$ cat src/rtl/ps2_key_decoder.sv
// ps2_key_decoder: PS/2 frame receiver that maps drone-control keys to one-hot messages.
// Optional PS2_ERR_COUNT_EN adds a saturating frame-error counter (err_count, err_clr).
module ps2_key_decoder #(
    parameter int FILTER_LEN     = 8,
    parameter int TIMEOUT_CYCLES = 50000,
    parameter int PULSE_CYCLES   = 4
) (
    input  logic       clk,
    input  logic       reset,
    input  logic       ps2_clk,
    input  logic       ps2_data,
    output logic [7:0] key_encoding,
    output logic       new_ps2_msg,
    output logic       frame_err
`ifdef PS2_ERR_COUNT_EN
    ,
    input  logic       err_clr,
    output logic [7:0] err_count
`endif
);
    localparam int FW = $clog2(FILTER_LEN + 1);
    localparam int TW = $clog2(TIMEOUT_CYCLES + 1);
    localparam int PW = $clog2(PULSE_CYCLES + 1);
    typedef enum logic [1:0] {IDLE, DATA, PARITY, STOP} state_t;
    state_t state, state_nx;
    logic [1:0] clk_sync, data_sync;
    logic [FW-1:0] filt_cnt;
    logic filt_clk, filt_clk_d, strobe;
    logic [2:0] bit_cnt, bit_cnt_nx;
    logic [7:0] shreg, shreg_nx;
    logic par, par_nx;
    logic [TW-1:0] tcnt;
    logic timeout, byte_ok, err_nx, byte_valid, ext;
    logic [PW-1:0] pcnt;
    logic [6:0] onehot;
    assign strobe  = filt_clk_d & ~filt_clk;
    assign timeout = (state != IDLE) && (tcnt == TW'(TIMEOUT_CYCLES - 1));
    assign new_ps2_msg = pcnt != '0;
    assign onehot = ext ? (shreg == 8'h75 ? 7'h20 : shreg == 8'h72 ? 7'h40 : 7'h00) :
                    shreg == 8'h1D ? 7'h01 : shreg == 8'h1C ? 7'h02 :
                    shreg == 8'h1B ? 7'h04 : shreg == 8'h23 ? 7'h08 :
                    shreg == 8'h29 ? 7'h10 : 7'h00;
    // Synchronizers and filter idle high so reset never fabricates a falling edge
    always_ff @(posedge clk or posedge reset) begin
        if (reset) begin
            clk_sync   <= 2'b11;
            data_sync  <= 2'b11;
            filt_cnt   <= '0;
            filt_clk   <= 1'b1;
            filt_clk_d <= 1'b1;
        end else begin
            clk_sync   <= {clk_sync[0], ps2_clk};
            data_sync  <= {data_sync[0], ps2_data};
            filt_clk_d <= filt_clk;
            if (clk_sync[1] == filt_clk) begin
                filt_cnt <= '0;
            end else if (filt_cnt == FW'(FILTER_LEN - 1)) begin
                filt_clk <= clk_sync[1];
                filt_cnt <= '0;
            end else begin
                filt_cnt <= filt_cnt + 1'b1;
            end
        end
    end
    always_comb begin
        state_nx   = state;
        bit_cnt_nx = bit_cnt;
        shreg_nx   = shreg;
        par_nx     = par;
        byte_ok    = 1'b0;
        err_nx     = 1'b0;
        if (timeout) begin
            state_nx = IDLE;
            err_nx   = 1'b1;
        end else if (strobe) begin
            case (state)
                IDLE: if (!data_sync[1]) begin
                    state_nx   = DATA;
                    bit_cnt_nx = 3'd0;
                end
                DATA: begin
                    shreg_nx   = {data_sync[1], shreg[7:1]};
                    bit_cnt_nx = bit_cnt + 3'd1;
                    state_nx   = bit_cnt == 3'd7 ? PARITY : DATA;
                end
                PARITY: begin
                    par_nx   = data_sync[1];
                    state_nx = STOP;
                end
                default: begin
                    state_nx = IDLE;
                    byte_ok  = data_sync[1] & ^{shreg, par};
                    err_nx   = ~byte_ok;
                end
            endcase
        end
    end
    always_ff @(posedge clk or posedge reset) begin
        if (reset) begin
            state      <= IDLE;
            bit_cnt    <= '0;
            shreg      <= '0;
            par        <= 1'b0;
            tcnt       <= '0;
            byte_valid <= 1'b0;
            frame_err  <= 1'b0;
        end else begin
            state      <= state_nx;
            bit_cnt    <= bit_cnt_nx;
            shreg      <= shreg_nx;
            par        <= par_nx;
            tcnt       <= (state == IDLE || strobe) ? '0 : tcnt + 1'b1;
            byte_valid <= byte_ok;
            frame_err  <= err_nx;
        end
    end
    // E0 only arms the extended flag; F0 emits the release marker and keeps ext for E0 F0 xx
    always_ff @(posedge clk or posedge reset) begin
        if (reset) begin
            key_encoding <= '0;
            pcnt         <= '0;
            ext          <= 1'b0;
        end else begin
            if (pcnt != '0) pcnt <= pcnt - 1'b1;
            if (frame_err) begin
                ext <= 1'b0;
            end else if (byte_valid) begin
                if (shreg == 8'hE0) begin
                    ext <= 1'b1;
                end else begin
                    key_encoding <= shreg == 8'hF0 ? 8'h80 : {1'b0, onehot};
                    pcnt         <= PW'(PULSE_CYCLES);
                    if (shreg != 8'hF0) ext <= 1'b0;
                end
            end
        end
    end
`ifdef PS2_ERR_COUNT_EN
    always_ff @(posedge clk or posedge reset) begin
        if (reset) err_count <= '0;
        else if (err_clr) err_count <= '0;
        else if (frame_err && err_count != 8'hFF) err_count <= err_count + 8'd1;
    end
`endif
endmodule

$ cat config.mk
export PLATFORM = sky130hd
export DESIGN_NAME = ps2_key_decoder
export DESIGN_NICKNAME = d
export VERILOG_FILES = /design/src/rtl/ps2_key_decoder.sv
export SDC_FILE = /design/constraint.sdc
export NUM_CORES = 1
export LEC_CHECK = 0
export CAP_MARGIN = 10
export CORE_AREA = 5 5 76 71
export CTS_BUF_LIST = sky130_fd_sc_hd__clkbuf_4
export DETAILED_ROUTE_END_ITERATION = 10
export DIE_AREA = 0 0 81 76
export PLACE_DENSITY = 0.75
export SYNTH_ARGS = -nofsm -noshare
export SYNTH_HDL_FRONTEND = slang
export SYNTH_SLANG_ARGS = --single-unit
$ cat constraint.sdc
create_clock -name clk -period 2.38 [get_ports clk]
set_clock_uncertainty 0.05 [all_clocks]
set_input_delay 0.476 -clock clk [delete_from_list [all_inputs] [get_ports clk]]
set_output_delay 0.476 -clock clk [all_outputs]
set_load 0.02 [all_outputs]
==> results.cfg <==
[outcome]
status = finished, final reports clean

[synth]
synth-seq-cells = 54
syn_inst = 238
synth_ff_type = dfrtp_1
synth_top_area_share_pct = 45.74
netlist_top_cells_area = dfrtp_1, dfstp_2, xnor2_1
ys_seq_area_share_pct = 51.74
synthTopCellsByCount = dfrtp_1, nand2_1, nor2_1
syn-cell-area_um2 = 2626
syn_avg_cell_area_um2 = 11.03
synth_enable_flop_cells = 0
synth_most_common_cell = dfrtp_1
ys_warn_count = 0
async_flop_share_pct = 100.0
synth_largest_area_cell = dfrtp_1
synth_cell_types = 49
synth_nets = 248

[clock_tree]
cts_max_level = 2
root_buffer = clkbuf_4
insertion_delay_ns = 0.36
clk_pin_slew_worst_paths_ns = 0.14
ctsHoldBuffers = 0
clock-sinks = 54
cts_buffer_depth = 2
cts_tree = built
post-cts-setup-buffer-count = 0
cts_made_buffers = 5

[worst_setup_path]
cp_cell_sequence = nand3b_4 -> or4b_1 -> or4b_1 -> o21ai_1
reg2reg_depth = 4
crit_buf_inv = 0
critPathCapture = key_encoding[6]
path_common_cell = or4b_1
crit_required_ns = 2.63
cp-end-kind = flip-flop
slowest_delay_ns = 0.55
crit_type = reg2reg
worstSetupStartpoint = shreg[3]
r2r_start = shreg[3]
critPathSlowestCell = or4b_1
start_kind = flip-flop
r2r_slack_ns = 0.45
path_max_fanout = 8
worst-path-stages = 4
reg2reg_to = key_encoding[6]
path_delay_family = simple AND/OR/NAND/NOR gates
arrival_ns = 2.18

[floorplan]
core_um2 = 4624
die-area_um2 = 6156
ioPinCount = 14
rows = 24
start_util_pct = 56.79
die_h_um = 76
die_w_um = 81

[placement]
hpwl_mm = 3.076
place_area_um2 = 2844
place_congestion = 0.8115
portBuffers = 13

[hold_path]
min_path_type = reg2reg
worstHoldPathCells = 0

[grt]
antenna_found_initial = 0
track_usage_pct = 16.02
grt_pass1_wl_mm = 7.866
grt_max_degree = 32
grt_pass1_vias = 1713
grt-ovfl-total = 0

[drt]
drt-met1-wl_mm = 2.070
firstDrtPassIters = 4
dr.first_iter.drc_count = 52
dr_wl_met2_mm = 2.040
wirelength_mm = 4.300
wl_met3_um = 120
drc_errors = 0
vias_per_cell = 5.427
detail_route.wl_per_cell_um = 13.40
vias = 1742
highest_layer = met4
final_antenna_net_count = 0

[timing]
relSlewSlack_pct = 25.77
setup_viol = 0
period_needed_ns = 1.934
drv_slew = 0
final_hold_viol_count = 0
fmax_mhz = 517.2
fin_setup_tns_ns = 0
period_share_pct = 81.24
rsz0062_at_grt = no
worstMarginPinSlew_ns = 1.106

[cells_and_area]
antenna_cells = 0
nets = 265
design_area_um2 = 2929
area_delta_synth_final_pct = 11.53
drive_gt1_share_pct = 12.89

[power_and_ir_drop]
power_density_nw_per_um2 = 852.1
peakVddDrop_mv = 0.5231
p_leak_uw = 0.001338
total_power_uw = 2496

[job]
maxCapViolCount = 0
repair_timing:
item	in CTS	in global routing
endpoints found under the setup margin	0	1
endpoints found under the hold margin	0	0
resized for setup	0	1
flip-flops by register name, summed over array words and instances (netlist names):
signal	count
bit_cnt	3
byte_valid	1
clk_sync	2
data_sync	2
ext	1
filt_clk	1
filt_clk_d	1
filt_cnt	4
frame_err	1
key_encoding	8
par	1
pcnt	3
shreg	8
state	2
tcnt	16
worst min path at each step:
stage / start / to
after floorplan: clk_sync[0] / clk_sync[1]
after detailed placement: clk_sync[0] / clk_sync[1]
after global routing: clk_sync[0] / clk_sync[1]
after global placement: clk_sync[0] / clk_sync[1]
after CTS: clk_sync[0] / clk_sync[1]
final: data_sync[0] / data_sync[1]
metrics by stage:
stage / hold WS (ns) / util [%] / std cells / worst slack, ns
final: 0.3162 / 63.34 / 321 / 0.4464
after global routing: 0.3238 / 63.34 / 321 / 0.3201
after CTS: 0.3188 / 63.28 / 321 / 0.06122
after detailed placement: 0.3004 / 61.50 / 313 / 0.4595
after global placement: 0.2960 / 61.50 / 313 / 0.4966
after floorplan: 0.2952 / - / 238 / 0.5435
cell usage in the layout, fill, tap and decap left out, types with 7 or more instances in the layout:
master and count:
nand3_1 10, clkbuf_4 7, inv_1 8, xnor2_1 11
dfrtp_1 48, nor2_1 21, nand2_1 25, xor2_1 7
clkdlybuf4s50_1 12
where the power goes:
group	leakage (uW)	total (uW)	internal [uW]	switching [uW]
combinational	0.000588	718	362	356
sequential	0.000704	1270	1100	177
clock	0.0000463	505	246	259
total	0.00134	2500	1700	792
worst reg2reg max path: cells and delay by family, from the launching register on:
kind	cells	cell delay (ns)
flip-flops	1	0.49
AND/OR/NAND/NOR	3	1.23
AO/OA/AOI/OAI	1	0.12
routing by layer:
| metal | vias up | track usage, % |
|---|---|---|
| met1 | 837 | 22.12 |
| li1 | 875 | - |
| met2 | 21 | 25.29 |
| met5 | - | 0 |
| met4 | 0 | 5.068 |
| met3 | 9 | 3.191 |
area by class of cell:
class                           count  area [um2]
Clock inverter                      1       30.03
Inverter                           10       37.54
Multi-Input combinational cell    167        1194
Tap cell                           65       81.33
Sequential cell                    54        1359
Timing Repair Buffer               17       175.2
Clock buffer                        7       52.55
Fill cell                         393        1695
logic make-up after synthesis:
| kind of cell | share of synthesized area (%) |
|---|---|
| compound gates | 7.481 |
| flops | 51.74 |
| buf+inv | 2.810 |
| xor+xnor | 7.718 |
| fa+ha+maj | 2.858 |
| mux | 6.622 |
| simple gates | 20.77 |
Note: power is estimated with default switching activity, not from simulation.
